## src/rtl/rf_scoreboard.sv

```systemverilog
// rf_scoreboard: two-read / two-write integer register file with a per-register busy scoreboard.
// Optional write-through forwarding is enabled by defining RF_BYPASS_EN.
module rf_scoreboard #(
  parameter int XLEN = 32,
  parameter int NREG = 32,
  localparam int AW = $clog2(NREG)
) (
  input  logic            clk,
  input  logic            rst_n,
  input  logic [AW-1:0]   A1,
  input  logic [AW-1:0]   A2,
  output logic [XLEN-1:0] RD1,
  output logic [XLEN-1:0] RD2,
  output logic            busy1,
  output logic            busy2,
  input  logic            W0En,
  input  logic [AW-1:0]   W0A,
  input  logic [XLEN-1:0] W0D,
  input  logic            W1En,
  input  logic [AW-1:0]   W1A,
  input  logic [XLEN-1:0] W1D,
  input  logic            sb_set,
  input  logic [AW-1:0]   sb_addr,
  output logic            busy_any,
  input  logic [AW-1:0]   debug_in,
  output logic [XLEN-1:0] debug_out
);

  logic [XLEN-1:0] rf [NREG];
  logic [NREG-1:0] busy;
  logic [NREG-1:0] busy_nxt;

  logic w0_wr;
  logic w1_wr;
  logic sb_wr;

  assign w0_wr = W0En && (W0A != '0);
  assign w1_wr = W1En && (W1A != '0);
  assign sb_wr = sb_set && (sb_addr != '0);

  // Array update; W1 is applied first so W0 wins an address collision.
  always_ff @(posedge clk or negedge rst_n) begin
    if (!rst_n) begin
      for (int i = 0; i < NREG; i++)
        rf[i] <= '0;
    end else begin
      if (w1_wr)
        rf[W1A] <= W1D;
      if (w0_wr)
        rf[W0A] <= W0D;
    end
  end

  // Next busy vector: writebacks clear, issue sets, a same-cycle set wins.
  always_comb begin
    busy_nxt = busy;
    if (w0_wr)
      busy_nxt[W0A] = 1'b0;
    if (w1_wr)
      busy_nxt[W1A] = 1'b0;
    if (sb_wr)
      busy_nxt[sb_addr] = 1'b1;
    busy_nxt[0] = 1'b0;
  end

  // Scoreboard register.
  always_ff @(posedge clk or negedge rst_n) begin
    if (!rst_n)
      busy <= '0;
    else
      busy <= busy_nxt;
  end

  function automatic logic [XLEN-1:0] rd_mux(
    input logic [AW-1:0] a
  );
    logic [XLEN-1:0] v;
    v = rf[a];
`ifdef RF_BYPASS_EN
    if (w0_wr && (W0A == a))
      v = W0D;
    else if (w1_wr && (W1A == a))
      v = W1D;
`endif
    if (a == '0)
      v = '0;
    return v;
  endfunction

  function automatic logic busy_mux(
    input logic [AW-1:0] a
  );
    logic b;
    b = busy[a];
`ifdef RF_BYPASS_EN
    if (((w0_wr && (W0A == a)) || (w1_wr && (W1A == a)))
        && !(sb_wr && (sb_addr == a)))
      b = 1'b0;
`endif
    if (a == '0)
      b = 1'b0;
    return b;
  endfunction

  // Read ports, optionally forwarding same-cycle writeback.
  always_comb begin
    RD1   = rd_mux(A1);
    RD2   = rd_mux(A2);
    busy1 = busy_mux(A1);
    busy2 = busy_mux(A2);
  end

  // Status and raw debug view of the array.
  always_comb begin
    busy_any  = |busy;
    debug_out = (debug_in == '0) ? '0 : rf[debug_in];
  end

endmodule

```

## config.mk

```make
export PLATFORM = sky130hd
export DESIGN_NAME = rf_scoreboard
export DESIGN_NICKNAME = d
export VERILOG_FILES = /design/src/rtl/rf_scoreboard.sv
export SDC_FILE = /design/constraint.sdc
export NUM_CORES = 2
export LEC_CHECK = 0
export CELL_PAD_IN_SITES_DETAIL_PLACEMENT = 0
export CELL_PAD_IN_SITES_GLOBAL_PLACEMENT = 1
export CORE_MARGIN = 3
export CORE_UTILIZATION = 25
export DETAILED_ROUTE_END_ITERATION = 7
export DONT_BUFFER_PORTS = 1
export GPL_TIMING_DRIVEN = 0
export HOLD_SLACK_MARGIN = 0.08
export PLACE_DENSITY_LB_ADDON = 0.1
export REMOVE_ABC_BUFFERS = 1
export SETUP_SLACK_MARGIN = 0.2
export SLEW_MARGIN = 20
export SYNTH_ARGS = -nofsm -noshare
export SYNTH_HDL_FRONTEND = slang
export SYNTH_SLANG_ARGS = --single-unit
```

## constraint.sdc

```tcl
create_clock -name clk -period 3.38 [get_ports clk]
set_clock_uncertainty 0.15 [all_clocks]
set_input_delay 0.676 -clock clk [delete_from_list [all_inputs] [get_ports clk]]
set_output_delay 0.676 -clock clk [all_outputs]
set_load 0.02 [all_outputs]
```

== Word-level counts from Yosys, hierarchy flattened ==
Cells that the tools add are included.

* $lt $le $gt $ge: 15
* Mux-type cells: 35
* Bitwise gates (word level): 10
* Reduce and logical (&&, ||, !) cells: 15

{| class="wikitable"
|+ Operators by type and width
! kind !! count
|-
| 1024-bit bitwise mux || 2
|-
| 1024-bit two-way mux || 2
|-
| 32-bit binary-select mux with 5-bit select || 3
|-
| 32-bit two-way mux || 14
|-
| 32-bit demux with 5-bit select || 2
|-
| 32-bit bitwise AND || 2
|-
| 32-bit inverter || 2
|-
| 32-bit bitwise OR || 1
|-
| 31-bit OR reduction || 1
|-
| 6-bit >= comparator (second input constant) || 5
|-
| 5-bit by 6-bit less-than comparator with 1-bit output (second input constant) || 5
|-
| 5-bit inverter with 6-bit output || 5
|-
| 1-bit demux with 5-bit select || 3
|-
| 5-bit by 1-bit >= comparator with 1-bit output (second input constant) || 3
|-
| 5-bit logical NOT || 3
|-
| 5-bit nonzero test || 3
|-
| 6-bit by 1-bit less-than comparator with 1-bit output (second input constant) || 2
|-
| 1-bit binary-select mux with 5-bit select || 2
|-
| 1-bit logical AND || 8
|-
| 1-bit two-way mux || 7
|}

* Flip-flop bits (word level): 1,055
* Input port bits: 99
* Output and inout bits: 99
* Logic and storage cells: 108

== Depth between registers and ports, before layout ==
* Word-level depth: 11
* Depth in mapped cells: 8
* Depth with buffers taken out: 4

== Worst setup path before layout ==
No wires, ideal clock.

* Path type: in2out
* Start point: in A2[1]
* End point: out RD2[22]
* Arrival: 2.319 ns
* Required time: 2.554 ns
* Slack: 0.235 ns
* Stages on the path: 8
* Buffers on the path: 4
* Cells stage by stage: buf_6 buf_6 nor2b_1 buf_2 buf_4 a221oi_1 o21ai_0 a311oi_1

* Cells in the longest elaborated chain, start to end: 5
* Elaborated cells on any way between the ends: 6
* Those cells by class: mux (4); bitwise (1); reduce/logical (1)

{| class="wikitable"
|+ Ends and longest elaborated chain
! element !! line !! RTL
|-
| start, declared || 11 || <nowiki>input logic [AW-1:0] A2,</nowiki>
|-
| 5-bit inverter with 6-bit output (implied by the code) || 78 || <nowiki>v = rf[a];</nowiki>
|-
| 32-bit binary-select mux with 5-bit select || 78 ||
|-
| 32-bit two-way mux (implied by the code) (2 in series) || 78 ||
|-
| 32-bit two-way mux * || 85 || <nowiki>if (a == '0)</nowiki>
|-
| end, declared || 13 || <nowiki>output logic [XLEN-1:0] RD2,</nowiki>
|}

Mark *: on every way between the ends. The rest lies on a longest branch, timed or not. The select of a mux whose other input is x is not followed.

== Final worst setup path ==
* Start point: in debug_in[2]
* End point: out debug_out[26]

* Cells in the longest elaborated chain, start to end: 5
* Elaborated cells on any way between the ends: 6
* Those cells by class: mux (4); bitwise (1); reduce/logical (1)

{| class="wikitable"
|+ Ends and longest elaborated chain
! element !! line !! RTL
|-
| start, declared || 25 || <nowiki>input logic [AW-1:0] debug_in,</nowiki>
|-
| 5-bit inverter with 6-bit output (implied by the code) || 116 || <nowiki>debug_out = (debug_in == '0) ? '0 : rf[debug_in];</nowiki>
|-
| 32-bit binary-select mux with 5-bit select || 116 ||
|-
| 32-bit two-way mux (implied by the code) (2 in series) || 116 ||
|-
| 32-bit two-way mux * || 116 ||
|-
| end, declared || 26 || <nowiki>output logic [XLEN-1:0] debug_out</nowiki>
|}

Marks and branches as above.

==> results.toml <==
[run_status]
outcome = "finished with violations"
violations = "slew limit, setup timing"

[grt]
grt_max_degree = 300
track_usage_pct = 26.9
antenna_found_initial = 15
gr-total-overflow = 0
grt_pass1_vias = 61600
grt_pass1_wl_um = 566000

[yosys]
synth_compound_area_share_pct = 13.2
synth_fa_ha_area_share_pct = 0
synthTopCellsByArea = "dfrtp_1 36%, mux4_2 21%, mux2i_1 14%, o21ai_0 3.8%, nand2_1 3.7%"
synth_commonest_cells = "1,069 x mux2i_1, 1,055 x dfrtp_1, 733 x nand2_1, 684 x mux4_2, 570 x nor2_1"
yosys.area.top_type = "dfrtp_1"
synth_area_um2 = 74100
synthArstFlopShare_pct = 100
yosysMostFrequentCell = "mux2i_1"
synthFlopType = "dfrtp_1"
yosys.area.top_type_share_pct = 35.6
synth-edff-count = 0
synth-xor-area-share_pct = 0
ys_seq_area_share_pct = 35.6
yosys.area_share.simple_pct = 8.57
synth_mux_area_share_pct = 36.8
yosysUniqueCellTypes = 58
ys_warn_count = 0
synth.avg_cell_area_um2 = 10.7
synth_top_family_by_area = "multiplexers"
syn_inst = 6937
synth_seq_cells = 1055

[timing]
fin_crit_sh_pct = 124
timing.fmax_mhz = 238
hold_viol = 0
rsz0062_at_grt = "true"
setup_ws_ns = -0.813
period_minus_slack_ns = 4.19
final_max_slew_viol_count = 426
worst_pin_slew_ns = 1.95
whs_ns = 0.115
tns_ns = -58.28
slew_headroom_pct = -30.0
setup-violations-final = 98

[finish]
syn_to_final_growth_pct = 29.3
nNetsFinal = 6988
finalNonFillerCells = 10900
drive_gt1_share_pct = 28.5
post-route-util_pct = 32.5
fin_area_um2 = 95800

[detailed_routing]
vias_per_cell = 5.72
dr.first_iter.drc_count = 6493
wl_um = 426000
firstDrtPassIters = 6
wl_per_cell_um = 39.0
vias = 62500
ant_nets = 0
drc_errors = 0

[clocking]
clock_latency_ns = 0.83
numCtsBuffers = 154
clock_sinks = 1055
cts-root-buf = "clkbuf_16"
clk_path_buf_depth = 4
cts_tree = "done"
clk_pin_slew_ns = 0.06
htreeDepth = 4

[floorplanning]
die_w_um = 550
fp-row-count = 199
start_util_pct = 25.2
fp.dieH_um = 550
core_area_um2 = 294000
io_pins = 198
dieArea_um2 = 303000

[critical_path]
start_kind = "primary input"
critical_path.n_buffers_inverters = 3
critical_path.top_delay_family = "simple AND/OR/NAND/NOR gates"
critPathMaxStageDelay_ns = 1.07
crit_required_ns = 2.55
endpoint_kind = "output pin"
crit_top_cell = "buf_12"
worst_path_max_delay_cell = "or4_4"
crit_arrival_ns = 3.37
timing.critical_path.fanout_max = 289
crit_chain = "or4_4 -> buf_12 -> buf_16 -> buf_12 -> o21ai_4 -> a311oi_4"
critPathKind = "primary input to output pin"

[power_and_ir_drop]
p_sw_mw = 17.2
power.internal_mw = 34.0
power_frac_comb_pct = 30.7
pwr-share-seq_pct = 37.7
power_leakage_nw = 38.3
p_per_area_nw_per_um2 = 534
sw_frac_of_total_pct = 33.6
pwr-share-clk_pct = 31.7
vdd_drop_max_mv = 0.379
p_total_mw = 51.2

[placed_design]
placedCellCount = 10200
io_buffers = 0
hpwl_um = 250000
place_ws_ns = -1.25
place_area_um2 = 80500
place_congestion = 0.760

[run]
maxCapViolations = 0

[hold_path]
holdCritPathClass = "primary input to flip-flop"
==> final cells by class <==
type	instances	area, µm²
Fill cell	29200	199000
Multi-Input combinational cell	5000	48700
Sequential cell	1055	26400
Timing Repair Buffer	663	10900
Tap cell	3919	4900
Clock buffer	240	4590
Clock inverter	22	174
Inverter	13	108
Antenna cell	9	22.5
Timing Repair inverter	2	17.5
==> logic make-up after synthesis <==
group | Yosys count
buffers and inverters | 885
AOI/OAI and AO/OA | 1633
and+or+nand+nor | 1511
muxes | 1853
DFF | 1055
==> worst register-to-register path: cells and delay by family (launching register included) <==
kind	cells	cell delay (ns)
AOI/OAI and AO/OA	1	0.08
buffers and inverters	2	1.15
muxes	1	0.16
DFF	1	0.40
==> worst paths after layout <==
path	startpoint	endpoint	slack, ns	cells past startpoint
setup / recovery	debug_in[2]	debug_out[26]	-0.81	6
hold / removal	sb_set	busy[6]	0.12	4
setup reg to reg	rf[941]	rf[941]	1.31	4
hold reg to reg	rf[1004]	rf[1004]	0.27	0
max in group asynchronous	rst_n	rf[193]	0.62	6
min in group asynchronous	rst_n	rf[906]	0.41	3
==> registers in the layout, summed over array words and instances (netlist names) <==
register,flops
rf,1024
busy,31
==> per-layer routing <==
| layer | GRT usage [%] | up-vias | wire, µm | share of wire, % |
|---|---|---|---|---|
| met3 | 4.14 | 642 | 25600 | 6.0 |
| met4 | 9.37 | 2 | 16800 | 3.9 |
| met5 | 0 | - | 13 | 0.0031 |
| li1 | - | 26000 | - | - |
| met1 | 35.8 | 33300 | 180000 | 42 |
| met2 | 44.5 | 2548 | 203000 | 48 |
==> cells in the final DEF (no fill, tap or decap), types with 98 or more instances in the layout <==
cell / instances
mux2i_1: 1062
dfrtp_1: 1055
nand2_1: 689
mux4_2: 684
nor2_1: 546
a21oi_1: 457
o21ai_0: 438
dlygate4sd3_1: 222
buf_12: 198
clkbuf_16: 175
buf_16: 118
a311oi_4: 98
==> repair_timing <==
| action | 4_1_cts | 5_1_grt |
|---|---|---|
| gates resized for setup | 659 | 200 |
| buffers inserted | 77 | 59 |
| hold buffers | 287 | 0 |
| hold endpoints to repair | 1289 | 0 |
| gates cloned | 8 | 23 |
| setup endpoints to repair | 99 | 372 |
| pin swaps | 145 | 73 |
==> power by group through the flow <==
stage / Sequential [mW] / Clock [mW] / Combinational, mW
after floorplan: 18.2 / 0 / 9.19
after global placement: 19.2 / 0 / 11.3
after detailed placement: 19.3 / 0 / 12.1
after CTS: 19.1 / 16.6 / 14.9
after global routing: 19.7 / 17.0 / 16.7
final: 19.3 / 16.2 / 15.7
No activity file was read; power rests on OpenSTA's default activity.
